## src/rtl/fsk_pkg.sv

```systemverilog
// Shared state encoding, default geometry and saturating counter helper
// for the FSK link controller.
package fsk_pkg;

  typedef enum logic [1:0] {
    IDLE  = 2'd0,
    SEND  = 2'd1,
    GUARD = 2'd2
  } fsk_state_e;

  localparam int FSK_WORD_W  = 16;
  localparam int FSK_BIT_DIV = 16;
  localparam int ERR_CNT_W   = 8;

  // Increment that sticks at all-ones instead of wrapping.
  function automatic logic [ERR_CNT_W-1:0] err_inc_sat(input logic [ERR_CNT_W-1:0] cnt);
    logic [ERR_CNT_W-1:0] res;
    if (cnt == {ERR_CNT_W{1'b1}}) begin
      res = cnt;
    end else begin
      res = cnt + ERR_CNT_W'(1);
    end
    return res;
  endfunction

endpackage

```

## src/rtl/fsk_bit_timer.sv

```systemverilog
// Bit-period timer: divides sysclk into bit periods and counts bits,
// flagging the bit boundary, the mid-bit sample point and the last bit.
module fsk_bit_timer
  import fsk_pkg::*;
#(
  parameter int WORD_W    = FSK_WORD_W,
  parameter int BIT_DIV   = FSK_BIT_DIV,
  parameter int RX_SAMPLE = 8,
  parameter int CNT_W     = 5
) (
  input  logic             sysclk,
  input  logic             reset,
  input  logic             clear,
  input  logic             run,
  output logic             bit_tick,
  output logic             sample_tick,
  output logic             last_bit,
  output logic [CNT_W-1:0] bit_cnt
);

  localparam int DIV_W = $clog2(BIT_DIV);

  logic [DIV_W-1:0] div_cnt_r;
  logic [CNT_W-1:0] bit_cnt_r;

  // Divider and bit counter; clear has priority over run.
  always_ff @(posedge sysclk) begin
    if (!reset) begin
      div_cnt_r <= {DIV_W{1'b0}};
      bit_cnt_r <= {CNT_W{1'b0}};
    end else if (clear) begin
      div_cnt_r <= {DIV_W{1'b0}};
      bit_cnt_r <= {CNT_W{1'b0}};
    end else if (run) begin
      if (div_cnt_r == DIV_W'(BIT_DIV - 1)) begin
        div_cnt_r <= {DIV_W{1'b0}};
        bit_cnt_r <= bit_cnt_r + CNT_W'(1);
      end else begin
        div_cnt_r <= div_cnt_r + DIV_W'(1);
      end
    end
  end

  assign bit_tick    = run && (div_cnt_r == DIV_W'(BIT_DIV - 1));
  assign sample_tick = run && (div_cnt_r == DIV_W'(RX_SAMPLE));
  assign last_bit    = (bit_cnt_r == CNT_W'(WORD_W - 1));
  assign bit_cnt     = bit_cnt_r;

endmodule

```

## src/rtl/fsk_link_ctrl.sv

```systemverilog
// FSK frame sequencer: accepts a word, shifts it out MSB-first, samples the
// demodulated stream mid-bit and reports the received word and error count.
module fsk_link_ctrl
  import fsk_pkg::*;
#(
  parameter int WORD_W     = FSK_WORD_W,
  parameter int BIT_DIV    = FSK_BIT_DIV,
  parameter int RX_SAMPLE  = 8,
  parameter int GUARD_BITS = 2
) (
  input  logic                 sysclk,
  input  logic                 reset,
  input  logic [WORD_W-1:0]    sample_in,
  input  logic                 sample_valid,
  output logic                 sample_ready,
  output logic                 tx_bit,
  output logic                 trans_enable,
  input  logic                 rx_bit,
  output logic [WORD_W-1:0]    word_out,
  output logic                 word_valid,
  output logic                 busy,
  output logic [ERR_CNT_W-1:0] err_cnt
);

  // The bit counter is reused to count guard periods, so size it for both.
  localparam int CNT_MAX    = (WORD_W > GUARD_BITS) ? WORD_W : GUARD_BITS;
  localparam int CNT_W      = $clog2(CNT_MAX + 1);
  localparam int GUARD_LAST = (GUARD_BITS > 0) ? (GUARD_BITS - 1) : 0;

  fsk_state_e       state_r;
  logic [WORD_W-1:0] tx_shift_r;
  logic [WORD_W-1:0] tx_ref_r;
  logic [WORD_W-1:0] rx_shift_r;

  logic             bit_tick_s;
  logic             sample_tick_s;
  logic             last_bit_s;
  logic [CNT_W-1:0] bit_cnt_s;
  logic             run_s;
  logic             clear_s;
  logic             frame_end_s;
  logic             guard_end_s;

  assign run_s       = (state_r == SEND) || (state_r == GUARD);
  assign frame_end_s = (state_r == SEND) && bit_tick_s && last_bit_s;
  assign guard_end_s = (state_r == GUARD) && bit_tick_s && (bit_cnt_s == CNT_W'(GUARD_LAST));
  assign clear_s     = (state_r == IDLE) || frame_end_s;

  fsk_bit_timer #(
    .WORD_W    (WORD_W),
    .BIT_DIV   (BIT_DIV),
    .RX_SAMPLE (RX_SAMPLE),
    .CNT_W     (CNT_W)
  ) u_timer (
    .sysclk      (sysclk),
    .reset       (reset),
    .clear       (clear_s),
    .run         (run_s),
    .bit_tick    (bit_tick_s),
    .sample_tick (sample_tick_s),
    .last_bit    (last_bit_s),
    .bit_cnt     (bit_cnt_s)
  );

  // Frame FSM with shift registers and all registered outputs.
  always_ff @(posedge sysclk) begin
    if (!reset) begin
      state_r      <= IDLE;
      tx_shift_r   <= {WORD_W{1'b0}};
      tx_ref_r     <= {WORD_W{1'b0}};
      rx_shift_r   <= {WORD_W{1'b0}};
      sample_ready <= 1'b1;
      tx_bit       <= 1'b0;
      trans_enable <= 1'b0;
      word_out     <= {WORD_W{1'b0}};
      word_valid   <= 1'b0;
      busy         <= 1'b0;
      err_cnt      <= {ERR_CNT_W{1'b0}};
    end else begin
      word_valid <= 1'b0;
      case (state_r)
        IDLE: begin
          if (sample_valid) begin
            tx_shift_r   <= sample_in;
            tx_ref_r     <= sample_in;
            tx_bit       <= sample_in[WORD_W-1];
            trans_enable <= 1'b1;
            busy         <= 1'b1;
            sample_ready <= 1'b0;
            state_r      <= SEND;
          end
        end
        SEND: begin
          // RX_SAMPLE never reaches BIT_DIV-1, so sampling and frame end never collide.
          if (sample_tick_s) begin
            rx_shift_r <= {rx_shift_r[WORD_W-2:0], rx_bit};
          end
          if (frame_end_s) begin
            word_out     <= rx_shift_r;
            word_valid   <= 1'b1;
            trans_enable <= 1'b0;
            tx_bit       <= 1'b0;
            if (rx_shift_r != tx_ref_r) begin
              err_cnt <= err_inc_sat(err_cnt);
            end
            if (GUARD_BITS == 0) begin
              busy         <= 1'b0;
              sample_ready <= 1'b1;
              state_r      <= IDLE;
            end else begin
              state_r <= GUARD;
            end
          end else if (bit_tick_s) begin
            tx_shift_r <= {tx_shift_r[WORD_W-2:0], 1'b0};
            tx_bit     <= tx_shift_r[WORD_W-2];
          end
        end
        GUARD: begin
          if (guard_end_s) begin
            busy         <= 1'b0;
            sample_ready <= 1'b1;
            state_r      <= IDLE;
          end
        end
        default: begin
          state_r <= IDLE;
        end
      endcase
    end
  end

endmodule

```

## config.mk

```make
export PLATFORM = sky130hd
export DESIGN_NAME = fsk_link_ctrl
export DESIGN_NICKNAME = d
export VERILOG_FILES = /design/src/rtl/fsk_pkg.sv /design/src/rtl/fsk_bit_timer.sv /design/src/rtl/fsk_link_ctrl.sv
export SDC_FILE = /design/constraint.sdc
export NUM_CORES = 1
export LEC_CHECK = 0
export BUFFER_PORTS_ARGS = -buffer_cell sky130_fd_sc_hd__buf_2
export CAP_MARGIN = 20
export CORE_MARGIN = 3
export CORE_UTILIZATION = 55
export CTS_BUF_LIST = sky130_fd_sc_hd__clkbuf_16
export CTS_CLUSTER_SIZE = 30
export DETAILED_ROUTE_END_ITERATION = 8
export GPL_TIMING_DRIVEN = 0
export PLACE_DENSITY = 0.76
export REMOVE_ABC_BUFFERS = 1
export SLEW_MARGIN = 20
export SYNTH_ARGS = -nofsm -noshare
export SYNTH_HDL_FRONTEND = slang
export SYNTH_SLANG_ARGS = --single-unit
```

## constraint.sdc

```tcl
create_clock -name sysclk -period 2.35 [get_ports sysclk]
set_input_delay 0.1175 -clock sysclk [delete_from_list [all_inputs] [get_ports sysclk]]
set_output_delay 0.1175 -clock sysclk [all_outputs]
set_load 0.005 [all_outputs]
```

Word level (Yosys, flattened, before mapping)
Cells that the tools add are included.
{"block": "totals", "register_bits": 87, "output_inout_bits": 29, "in_bits": 20, "wordCells": 77}
{"block": "classes", "mux": 22, "add_sub_neg": 3, "n_reduce_logical": 23, "n_eq_ne": 14, "bitwise_logic": 2}
{"op": "$mux 15", "count": 3}
{"op": "$pmux 15 s2", "count": 1}
{"op": "$ne 16x16->1", "count": 1}
{"op": "$reduce_and 3->1", "count": 4}
{"op": "$ne 2x2->1 const B", "count": 5}
{"op": "$reduce_and 2->1", "count": 5}
{"op": "$mux 1", "count": 9}
{"op": "$add 8x1->8 const B", "count": 1}
{"op": "$eq 4x4->1 const B", "count": 2}
{"op": "$eq 8x8->1 const B", "count": 1}
{"op": "$pmux 1 s2", "count": 4}
{"op": "$reduce_and 4->1", "count": 2}
{"op": "$logic_and 1x1->1", "count": 6}
{"op": "$mux 2", "count": 3}
{"op": "$pmux 2 s3", "count": 1}
{"op": "$add 5x1->5 const B", "count": 1}
{"op": "$eq 5x1->1 const B", "count": 1}
{"op": "$eq 5x4->1 const B", "count": 1}
{"op": "$add 4x1->4 const B", "count": 1}
{"op": "$mux 4", "count": 1}
{"op": "$reduce_bool 2->1", "count": 2}
{"op": "$ne 3x3->1 const B", "count": 1}
{"op": "$eq 2x1->1 const B", "count": 1}
{"op": "$eq 2x2->1 const B", "count": 1}
{"op": "other kinds (4)", "count": 6}

Logic depth before layout (Yosys ltp)
Gate-level depths: netlist (run 1).
{"block": "depth", "depth_word": 7, "ltp_mapped": 10, "mapped_depth_nobuf": 8}

Modules after synthesis
From an unflattened synthesis (run 1), not the netlist that was laid out.
{"block": "unflattened", "hier_cells": 443, "hier_area_um2": 3709.8}
{"module": "fsk_link_ctrl", "cells_per_inst": 392, "instances": 1, "seq_area_each_um2": 1561.5, "area_each_um2": 3266.9}
{"module": "fsk_bit_timer", "cells_per_inst": 51, "instances": 1, "seq_area_each_um2": 180.2, "area_each_um2": 442.9}

Least setup slack after synthesis (run 1)
No wires, ideal clock.
{"block": "synth_path", "kind": "register -> register", "start": "register u_timer.bit_cnt_r[0], in the netlist u_timer.bit_cnt[0]", "end": "register err_cnt[3]", "setup_slack_ps": 444, "period_less_slack_ps": 1906, "required_time_ps": 2280, "t_arrival_ps": 1835, "n_path_buf": 1, "setup_ps": 70, "stages_incl_launch_ff": 10, "path_cell_list": "dfxtp_1 ha_1 and3_1 ha_1 nand3_1 nor2_4 nand2_2 buf_6 or4_1 a21oi_1"}
{"block": "synth_between", "elab_chain_len": 3}
{"item": "start, declared", "line_no": "fsk_bit_timer.sv:24", "source": "logic [CNT_W-1:0] bit_cnt_r;"}
{"item": "start signal, assigned", "line_no": "fsk_bit_timer.sv:30", "source": "bit_cnt_r <= {CNT_W{1'b0}};"}
{"item": "start signal, assigned", "line_no": "fsk_bit_timer.sv:33", "source": "bit_cnt_r <= {CNT_W{1'b0}};"}
{"item": "start signal, assigned", "line_no": "fsk_bit_timer.sv:37", "source": "bit_cnt_r <= bit_cnt_r + CNT_W'(1);"}
{"item": "$eq 5x4->1", "line_no": "fsk_bit_timer.sv:46", "source": "assign last_bit = (bit_cnt_r == CNT_W'(WORD_W - 1));"}
{"item": "$logic_and 1x1->1", "line_no": "fsk_link_ctrl.sv:45", "source": "assign frame_end_s = (state_r == SEND) && bit_tick_s && last_bit_s;"}
{"item": "$reduce_and 4->1 (no source line)"}
{"item": "end signal, assigned", "line_no": "fsk_link_ctrl.sv:78", "source": "err_cnt <= {ERR_CNT_W{1'b0}};"}
{"item": "end signal, assigned", "line_no": "fsk_link_ctrl.sv:104", "source": "err_cnt <= err_inc_sat(err_cnt);"}
{"item": "end, declared", "line_no": "fsk_link_ctrl.sv:22", "source": "output logic [ERR_CNT_W-1:0] err_cnt"}
No other way between the ends.
A chain may end at the register's enable or synchronous reset.

Worst setup path in the final report (run 1)
{"block": "layout_path", "start": "register state_r[0]", "end": "register tx_shift_r[11]"}
{"block": "layout_between", "elab_chain_len": 7, "word_cells_on_any_way": 13, "cone_classes": "5 x eq/ne; 1 x mux; 7 x reduce/logical"}
{"item": "start, declared", "line_no": "fsk_link_ctrl.sv:30", "source": "fsk_state_e state_r;"}
{"item": "start signal, assigned", "line_no": "fsk_link_ctrl.sv:68", "source": "state_r <= IDLE;"}
{"item": "start signal, assigned", "line_no": "fsk_link_ctrl.sv:90", "source": "state_r <= SEND;"}
{"item": "start signal, assigned", "line_no": "fsk_link_ctrl.sv:109", "source": "state_r <= IDLE;"}
{"item": "$eq 2x1->1 / $eq 2x2->1 (equally long branches)", "line_no": "fsk_link_ctrl.sv:44, fsk_link_ctrl.sv:45, fsk_link_ctrl.sv:81"}
{"item": "$logic_or 1x1->1", "line_no": "fsk_link_ctrl.sv:44", "source": "assign run_s = (state_r == SEND) || (state_r == GUARD);"}
{"item": "$logic_and 1x1->1", "line_no": "fsk_bit_timer.sv:44", "source": "assign bit_tick = run && (div_cnt_r == DIV_W'(BIT_DIV - 1));"}
{"item": "$logic_and 1x1->1 (2 in a row)", "line_no": "fsk_link_ctrl.sv:45"}
{"item": "$ne 2x2->1 (no source line)"}
{"item": "$reduce_and 4->1 (no source line)"}
{"item": "end signal, assigned", "line_no": "fsk_link_ctrl.sv:69", "source": "tx_shift_r <= {WORD_W{1'b0}};"}
{"item": "end signal, assigned", "line_no": "fsk_link_ctrl.sv:84", "source": "tx_shift_r <= sample_in;"}
{"item": "end signal, assigned", "line_no": "fsk_link_ctrl.sv:114", "source": "tx_shift_r <= {tx_shift_r[WORD_W-2:0], 1'b0};"}
{"item": "end, declared", "line_no": "fsk_link_ctrl.sv:31", "source": "logic [WORD_W-1:0] tx_shift_r;"}
Parallel ways exist; a longest one is shown, timed or not.

==> results of run 1 <==
==> final timing paths <==
path                                                     to  slack (ns)                 startpoint  depth (start not counted)
worst max-delay path            tx_shift_r[11]$_SDFFE_PN0P_        0.16    state_r[0]$_SDFFE_PN0P_                          8
worst min-delay path              tx_ref_r[11]$_SDFFE_PN0P_        0.03              sample_in[11]                          3
worst max register to register  tx_shift_r[11]$_SDFFE_PN0P_        0.16    state_r[0]$_SDFFE_PN0P_                          8
worst min register to register    word_out[12]$_SDFFE_PN0P_        0.45  word_out[12]$_SDFFE_PN0P_                          2
==> repair_timing <==
item / 4_1_cts / 5_1_grt
setup endpoints to repair: 69 / 40
buffers inserted: 3 / 3
gates cloned: 2 / 0
hold buffers: 0 / 0
pin swaps: 2 / 1
resized for setup: 5 / 4
==> cells in the final DEF, fill, tap and decap left out, types with 3 or more instances in the layout <==
cell type,count
mux2i_1,33
xor2_1,3
clkbuf_16,9
nand2_1,77
or4_1,3
xnor2_1,17
nand3_2,3
nor2_1,47
or3_1,4
a211oi_1,16
buf_2,48
buf_4,5
a21o_1,3
o21ai_0,7
dfxtp_1,87
inv_1,9
a21oi_1,44
nand3_1,7
nand2b_1,3
nand4_1,7
o31ai_1,3
ha_1,7
==> metrics by stage <==
| stage | cell area, um^2 | hold slack (ns) | cells | worst slack (ns) |
|---|---|---|---|---|
| 2_1_floorplan | 3606 | 0.2367 | 403 | -0.2452 |
| 3_3_place_gp | 3943 | 0.3685 | 528 | -0.7165 |
| 3_5_place_dp | 3945 | 0.3785 | 528 | -0.7600 |
| 4_1_cts | 4282 | 0.03152 | 549 | 0.0006706 |
| 5_1_grt | 4327 | 0.04836 | 552 | 0.03207 |
| 6_report | 4327 | 0.03358 | 552 | 0.1593 |
==> kinds of logic (layout without fill, tap and decap cells) <==
family	after synthesis	after routing
AOI/OAI and AO/OA	79	80
xor gates and xnor gates	20	20
adders and majority gates	9	9
buffers and inverters	35	78
DFF	87	87
muxes	33	33
and+or+nand+nor	167	168
==> area by class of cell <==
cell class	count	area, um^2
repair buffers	54	297.8
clock buffers	9	225.2
multi-input cells	310	1901
fillers	543	2132
flip-flops and latches	87	1742
clock inverters	7	32.53
well taps	77	96.34
inverters	8	32.53
==> worst register-to-register path: stages, from the launching register on <==
cell and delay [ns]:
dfxtp_1 0.39, inv_1 0.09, ha_2 0.44, and4_4 0.33
nand2b_1 0.19, a21oi_4 0.19, buf_12 0.16, nor2_1 0.05
a211oi_1 0.25
==> flip-flops by register name, indices dropped and copies added (netlist names) <==
| name | cells |
|---|---|
| busy | 1 |
| err_cnt | 8 |
| rx_shift_r | 16 |
| sample_ready | 1 |
| state_r | 2 |
| trans_enable | 1 |
| tx_bit | 1 |
| tx_ref_r | 16 |
| tx_shift_r | 15 |
| u_timer.bit_cnt | 5 |
| u_timer.div_cnt_r | 4 |
| word_out | 16 |
| word_valid | 1 |
==> metal layers <==
metal,up-vias,share of wire,global-route usage
li1,1551,-,-
met1,1421,0.46,0.2733
met2,60,0.48,0.3644
met3,14,0.039,0.03166
met4,0,0.019,0.1003
met5,-,0,0
==> power by group through the flow <==
| stage | Sequential, uW | Clock (uW) | Combinational [uW] |
|---|---|---|---|
| 2_1_floorplan | 1640 | 0 | 310 |
| 3_3_place_gp | 1650 | 0 | 401 |
| 3_5_place_dp | 1650 | 0 | 413 |
| 4_1_cts | 1620 | 1250 | 460 |
| 5_1_grt | 1630 | 1300 | 539 |
| 6_report | 1620 | 1240 | 495 |
==> impl_metrics.json, run 1 <==
{
  "internal_power_uw": 2470,
  "grt_pass1_wl_um": 13120,
  "max-slew-margin-rel": 0.4370,
  "pwr-share-seq": 0.483,
  "critical_path_class": "register to register",
  "synth_top_family_by_area": "simple AND/OR/NAND/NOR gates",
  "ys_seq_area_frac": 0.4663,
  "portBuffers": 48,
  "power.switching_uw": 885.4,
  "utilization": 0.6699,
  "synth_fa_ha_area_frac": 0.03015,
  "drive_gt1_frac": 0.1705,
  "cts_buffers": 9,
  "p_comb_frac": 0.147,
  "synth_common_cells": "dfxtp_1 (87), nand2_1 (77), nor2_1 (47), a21oi_1 (44), mux2i_1 (33)",
  "floorplan.rows": 29,
  "clkTransAtPathRegs_ns": 0.06,
  "total_power_uw": 3356,
  "final.period_utilization": 0.9322,
  "p_clk_frac": 0.370,
  "switching_share": 0.2638,
  "fmax_mhz": 456.5,
  "synth-xor-area-share": 0.04690,
  "worstPathMaxFanout": 15,
  "start_util": 0.5783,
  "grt_max_degree": 77,
  "ctsRootBufferMaster": "clkbuf_16",
  "track_usage": 0.2162,
  "ys_warn_count": 0,
  "insertedDiodeCount": 0,
  "synth_area_mm2": 0.003735,
  "design.portCount": 49,
  "start_kind": "register",
  "critPathMaxStageDelay_ns": 0.44,
  "ant_nets": 0,
  "vias_per_cell": 5.518,
  "synthCells": 430,
  "die_h_um": 88.41,
  "netlist-cell-type-count": 41,
  "clockBufferDepth": 2,
  "outcome": "finished clean",
  "gp_congestion": 0.8027,
  "rsz0062_at_grt": "no",
  "hpwl_um": 5118,
  "ys_async_sr_fraction": 0,
  "critPathTopFamily": "simple AND/OR/NAND/NOR gates",
  "slew_violations": 0,
  "tns_ns": 0,
  "peakVddDrop_mv": 0.4929,
  "grt-ovfl-total": 0,
  "leakage_uw": 0.001756,
  "nets": 499,
  "synth_most_common_cell": "dfxtp_1",
  "cts_tree": "built",
  "drc_errors": 0,
  "grt_antenna_before_repair": 0,
  "vias": 3046,
  "die-width_um": 88.41,
  "critPathCaptureType": "register",
  "synth-main-ff-cell": "dfxtp_1",
  "finalSetupViolations": 0,
  "postRouteWirelength_um": 8211,
  "grt_pass1_vias": 2823,
  "period_needed_ns": 2.191,
  "h-tree-depth": 3,
  "crit_arrival_ns": 2.43,
  "synth_area_leader_cell": "dfxtp_1",
  "ys_ff_latch": 87,
  "finalHoldViolCount": 0,
  "synth_edf_count": 0,
  "area_growth_pct": 15.85,
  "dieArea_mm2": 0.007815,
  "crit_slowest_cell": "ha_2",
  "synth-simple-area-share": 0.2010,
  "skew_ns": 0.006093,
  "worstPathCellList": "inv_1, ha_2, and4_4, nand2b_1, a21oi_4, buf_12, nor2_1, a211oi_1",
  "cp_num_buf_inv": 2,
  "synth_mux_area_frac": 0.08844,
  "drt_iter0_drc": 158,
  "synth_compound_area_frac": 0.1246,
  "wl_per_cell_um": 14.88,
  "clkLatencyLatePin_ns": 0.34,
  "synth_top_area_frac": 0.4663,
  "core_mm2": 0.006459,
  "first_pass_iters": 4,
  "worst_slew_pin_slew_ns": 0.8357,
  "synth_area_leaders": "dfxtp_1 (47%), mux2i_1 (8.8%), nand2_1 (7.7%)",
  "p_per_area_mw_per_mm2": 775.6,
  "cts.sinks": 87,
  "required_ns": 2.59,
  "hold_path_class": "input port to register",
  "syn_avg_cell_area_um2": 8.686,
  "drv_cap": 0
}
Power figures use the tool's default switching activity.
==> run 2: changes to the inputs <==
- CELL_PAD_IN_SITES_DETAIL_PLACEMENT: default -> 1
- CELL_PAD_IN_SITES_GLOBAL_PLACEMENT: default -> 1
- CORE_UTILIZATION: 55 -> 43
- PLACE_DENSITY: 0.76 -> 0.78
- REMOVE_ABC_BUFFERS: 1 -> default
==> run 2 against run 1 <==
Routed wire length grew 14%. Core utilization fell by 14 points. Critical path type unchanged. Via count rose by 3.1%. Largest power group unchanged.
==> impl_metrics.json, run 2 (same netlist as run 1, synthesis figures left out) <==
{
  "required_ns": 2.60,
  "synth_nets": 459,
  "finalHoldViolCount": 0,
  "rsz0062_at_grt": "yes",
  "h-tree-depth": 3,
  "cp_num_buf_inv": 4,
  "crit_arrival_ns": 2.47,
  "hold_path_class": "input port to register",
  "insertedDiodeCount": 0,
  "dieArea_mm2": 0.009840,
  "critical_path_class": "register to register",
  "critPathMaxStageDelay_ns": 0.37,
  "p_per_area_mw_per_mm2": 817.0,
  "peakVddDrop_mv": 0.4746,
  "cts_hold_repair.buffers": 0,
  "first_pass_iters": 5,
  "worstPathMaxFanout": 10,
  "total_power_uw": 3617,
  "critPathTopFamily": "buffers and inverters",
  "portBuffers": 48,
  "die-width_um": 99.20,
  "leakage_uw": 0.001811,
  "outcome": "finished clean",
  "worstPathCellList": "inv_1, ha_1, clkbuf_4, and4_1, clkbuf_4, nand2b_1, a21oi_2, buf_4, nor2_1, a211oi_1",
  "clkTransAtPathRegs_ns": 0.07,
  "start_kind": "register",
  "crit_slowest_cell": "dfxtp_1",
  "vias_per_cell": 5.251,
  "drv_cap": 0,
  "wl_per_cell_um": 15.59,
  "p_comb_frac": 0.128,
  "switching_share": 0.2575,
  "cts_setup_buffers": 0,
  "critPathCaptureType": "register",
  "track_usage": 0.2028,
  "ctsRootBufferMaster": "clkbuf_16",
  "grt_pass1_wl_um": 15990,
  "core_mm2": 0.008341,
  "nets": 517,
  "clkLatencyLatePin_ns": 0.34,
  "period_needed_ns": 2.226,
  "floorplan.rows": 33,
  "cts_buffers": 9,
  "postRouteWirelength_um": 9322,
  "setup_slack_ns": 0.1239,
  "reg_top3": "rx_shift_r (16), tx_ref_r (16), word_out (16)",
  "ant_nets": 0,
  "pwr-share-seq": 0.446,
  "vias": 3140,
  "start_util": 0.4478,
  "area_growth_pct": 18.56,
  "pre_cts_ws_ns": 0.08947,
  "grt-ovfl-total": 0,
  "max-slew-margin-rel": 0.5670,
  "design.portCount": 49,
  "grt_max_degree": 16,
  "cts.sinks": 87,
  "finalSetupViolations": 0,
  "drive_gt1_frac": 0.1663,
  "gp_congestion": 0.7796,
  "final.period_utilization": 0.9473,
  "hpwl_um": 6814,
  "clockBufferDepth": 2,
  "cts_tree": "built",
  "drt_iter0_drc": 59,
  "internal_power_uw": 2686,
  "skew_ns": 0.005659,
  "slew_violations": 0,
  "drc_errors": 0,
  "worst_slew_pin_slew_ns": 0.6496,
  "grt_pass1_vias": 3258,
  "final_common_cell": "dfxtp_1",
  "p_clk_frac": 0.425,
  "power.switching_uw": 931.7,
  "fmax_mhz": 449.2,
  "crit_top_cell": "clkbuf_4",
  "grt_antenna_before_repair": 0,
  "mostFrequentLayoutCells": "dfxtp_1 (87), nand2_1 (77), buf_2 (56)",
  "die_h_um": 99.20
}
-- run 2: per-layer routing --
| layer | track usage | up-vias | routed length (um) |
|---|---|---|---|
| met2 | 0.3440 | 43 | 4537 |
| li1 | - | 1583 | - |
| met4 | 0.06092 | 0 | 117 |
| met1 | 0.2577 | 1503 | 4337 |
| met3 | 0.04558 | 11 | 330 |
| met5 | 0 | - | 0 |
-- run 2: worst reg2reg max path: cells and delay by family, from the launching register on --
kind | cells | cell delay (ns)
buffers and inverters | 4 | 0.67
AOI/OAI and AO/OA | 2 | 0.45
DFF | 1 | 0.37
and+or+nand+nor | 3 | 0.36
adders and majority gates | 1 | 0.28
-- run 2: what timing repair did --
item | CTS | global route
resized for setup | 0 | 2
endpoints found under the hold margin | 0 | 0
setup endpoints to repair | 0 | 23
-- run 2: power by group through the flow --
| stage | Clock [uW] | Sequential, uW | Combinational [uW] |
|---|---|---|---|
| 2_1_floorplan | 0 | 1640 | 338 |
| 3_3_place_gp | 0 | 1640 | 447 |
| 3_5_place_dp | 0 | 1650 | 463 |
| 4_1_cts | 1570 | 1620 | 469 |
| 5_1_grt | 1640 | 1630 | 527 |
| 6_report | 1540 | 1610 | 464 |
-- run 2: per-stage QoR --
step / cells / hold slack [ns] / instance area [um^2] / util / setup TNS [ns]
final: 598 / 0.03631 / 4428 / 0.5309 / 0
after global routing: 598 / 0.03910 / 4428 / 0.5309 / -0.1478
after CTS: 599 / 0.02707 / 4427 / 0.5308 / 0
after global placement: 583 / 0.3690 / 4106 / 0.4923 / 0
after floorplan: 430 / 0.2367 / 3735 / - / 0
after detailed placement: 583 / 0.3824 / 4106 / 0.4923 / 0
-- run 2: final timing paths --
check,slack [ns],endpoint,from,depth (start not counted)
setup / recovery,0.12,tx_shift_r[2]$_SDFFE_PN0P_,state_r[0]$_SDFFE_PN0P_,10
hold / removal,0.04,rx_shift_r[0]$_SDFFE_PN0P_,rx_bit,3
setup reg to reg,0.12,tx_shift_r[2]$_SDFFE_PN0P_,state_r[0]$_SDFFE_PN0P_,10
hold reg to reg,0.45,sample_ready$_SDFFE_PN1P_,sample_ready$_SDFFE_PN1P_,1
-- run 2: final cells by class --
type	count	area [um^2]
buffer	26	130.1
inverter	8	30.03
timing repair buffer	48	240.2
sequential	87	1742
tap	105	131.4
clock inverter	7	95.09
clock buffer	9	225.2
multi-input combinational	308	1834
fill	1018	3913
==> run 3: changes to the inputs <==
- ABC_AREA: default -> 1
- CORE_UTILIZATION: 43 -> 41
- PLACE_DENSITY: 0.78 -> 0.77
==> run 3 against run 2 <==
Area after synthesis grew 3.3%. Non-clock buffer count shrank 6. Combinational power grew 5.2%. Via count grew 13%. Sequential power is essentially flat. Total power grew 4.2%. Final cell count grew 18%. Synthesized cell count grew 24%. Final area grew 3.5%. Flip-flop and latch count is the same. Count of clock-buffer cells in the layout is the same. Critical path type unchanged.
==> impl_metrics.json, run 3 <==
{
  "outcome": "finished clean",
  "die_h_um": 103.0,
  "ys_warn_count": 0,
  "synth_area_leaders": "dfxtp_1 (45%), nand2_1 (11%), a21oi_1 (7.3%)",
  "drc_errors": 0,
  "hold_path_class": "input port to register",
  "vias": 3555,
  "cp_num_buf_inv": 3,
  "ctsRootBufferMaster": "clkbuf_16",
  "cts_tree": "built",
  "netlist-cell-type-count": 30,
  "synth_common_cells": "nand2_1 (118), dfxtp_1 (87), inv_1 (65), a21oi_1 (56), o21ai_0 (56)",
  "portBuffers": 48,
  "drv_cap": 0,
  "synth_nets": 563,
  "clockBufferDepth": 2,
  "worstPathCellList": "inv_1, ha_1, inv_2, nor3_1, nand3_1, clkbuf_1, o21ai_0, a21oi_1",
  "grt-ovfl-total": 0,
  "synth_area_leader_cell": "dfxtp_1",
  "period_needed_ns": 2.130,
  "critical_path_class": "register to register",
  "p_comb_frac": 0.130,
  "drt_iter0_drc": 57,
  "cts_setup_buffers": 0,
  "grt_pass1_vias": 3503,
  "syn_avg_cell_area_um2": 7.226,
  "worstPathMaxFanout": 10,
  "final.period_utilization": 0.9065,
  "seqCellArea_mm2": 0.001742,
  "ys_ff_latch": 87,
  "worst_slew_pin_slew_ns": 0.5970,
  "final_common_cell": "nand2_1",
  "gp_congestion": 0.7958,
  "track_usage": 0.2033,
  "pwr-share-seq": 0.423,
  "grt_max_degree": 17,
  "area_growth_pct": 18.81,
  "multi_input_area_mm2": 0.001745,
  "required_ns": 2.56,
  "synth_edf_count": 0,
  "postCtsResizedCells": 0,
  "first_pass_iters": 4,
  "cts.sinks": 87,
  "nFillCells": 1149,
  "synth_top_area_frac": 0.4514,
  "critPathCaptureType": "register",
  "switching_share": 0.2626,
  "design.portCount": 49,
  "slew_violations": 0,
  "hpwl_um": 7370,
  "crit_arrival_ns": 2.34,
  "floorplan.rows": 34,
  "ys_seq_area_frac": 0.4514,
  "p_clk_frac": 0.448,
  "grt_pass1_wl_um": 16860,
  "rsz0062_at_grt": "no",
  "internal_power_uw": 2780,
  "critPathMaxStageDelay_ns": 0.46,
  "start_util": 0.4319,
  "crit_slowest_cell": "ha_1",
  "clkLatencyLatePin_ns": 0.34,
  "wl_per_cell_um": 14.33,
  "ys_async_sr_fraction": 0,
  "synth-main-ff-cell": "dfxtp_1",
  "finalHoldViolCount": 0,
  "tns_ns": 0,
  "grt_antenna_before_repair": 0,
  "start_kind": "register",
  "insertedDiodeCount": 0,
  "leakage_uw": 0.001986,
  "mostFrequentLayoutCells": "nand2_1 (118), dfxtp_1 (87), inv_1 (65)",
  "fmax_mhz": 469.4,
  "max-slew-margin-rel": 0.6020,
  "peakVddDrop_mv": 0.4233,
  "critPathTopFamily": "adder cells",
  "p_per_area_mw_per_mm2": 822.5,
  "postRouteWirelength_um": 10120,
  "die-width_um": 103.0,
  "synthCells": 534,
  "vias_per_cell": 5.035,
  "drive_gt1_frac": 0.1656,
  "reg_top3": "rx_shift_r (16), tx_ref_r (16), word_out (16)",
  "cts_hold_repair.buffers": 0,
  "synth_area_mm2": 0.003859,
  "ant_nets": 0,
  "total_power_uw": 3771,
  "power.switching_uw": 990.4,
  "nets": 622,
  "clkTransAtPathRegs_ns": 0.07,
  "skew_ns": 0.01063,
  "synth_most_common_cell": "nand2_1",
  "dieArea_mm2": 0.01061,
  "cts_buffers": 9,
  "h-tree-depth": 3,
  "core_mm2": 0.008934,
  "finalSetupViolations": 0
}
[run 3: cell count changes after synthesis, sizes merged, moves of 4 or more]
cell	before	now
xnor2	17	1
mux2i	33	0
o21ai	7	78
inv	8	70
or3	4	0
nand4	7	2
nand3	10	25
nand2	78	124
a21oi	45	62
a211oi	16	1
buf	14	7
[run 3: power groups by stage]
stage	clock network (uW)	logic (uW)	registers, uW
final	1690	488	1590
after global routing	1780	564	1600
after CTS	1720	496	1590
after detailed placement	0	486	1630
after global placement	0	469	1620
after floorplan	0	350	1620
[run 3: routing by layer]
metal / part of all wire / GRT usage / wire [um]
met5: 0 / 0 / 0
met3: 0.023 / 0.02436 / 230
met2: 0.46 / 0.3271 / 4613
met1: 0.51 / 0.2806 / 5144
met4: 0.012 / 0.07371 / 126
[run 3: kinds of logic after synthesis]
kind of cell	count (synthesis)	synth area share
adders and majority gates	9	0.02918
buffers and inverters	91	0.09630
DFF	87	0.4514
and+or+nand+nor	204	0.2234
xor gates and xnor gates	2	0.004540
AOI/OAI and AO/OA	141	0.1952
[run 3: worst paths after layout]
path / startpoint / endpoint / slack (ns) / depth (start not counted)
max: state_r[1]$_SDFFE_PN0P_ / rx_shift_r[2]$_SDFFE_PN0P_ / 0.22 / 8
min: sample_in[0] / tx_shift_r[0]$_SDFFE_PN0P_ / 0.08 / 3
max reg2reg: state_r[1]$_SDFFE_PN0P_ / rx_shift_r[2]$_SDFFE_PN0P_ / 0.22 / 8
min reg2reg: tx_shift_r[5]$_SDFFE_PN0P_ / tx_shift_r[5]$_SDFFE_PN0P_ / 0.45 / 2
[run 3: cell type report]
class | count | area share
buffer | 20 | 0.02265
clock buffer | 9 | 0.04913
clock inverter | 7 | 0.02729
inverter | 71 | 0.05841
multi-input combinational | 356 | 0.3807
sequential | 87 | 0.3799
tap | 108 | 0.02948
timing repair buffer | 48 | 0.05240
[run 3: worst reg2reg max path, cell delays in order, from the launching register on]
cell and delay (ns):
dfxtp_1 0.38, inv_1 0.08, ha_1 0.46, inv_2 0.07, nor3_1 0.19, nand3_1 0.22, clkbuf_1 0.28, o21ai_0 0.27
a21oi_1 0.06
[run 3: per-stage QoR]
step	instances	hold WS [ns]	worst slack [ns]	utilization	instance area, um^2
floorplan	534	0.2777	0.6805	-	3859
global placement	690	0.4221	0.2995	0.4740	4234
detailed placement	690	0.4291	0.2688	0.4740	4234
CTS	706	0.07359	0.2453	0.5132	4584
global route	706	0.09039	0.06546	0.5132	4584
finish	706	0.08198	0.2196	0.5132	4584
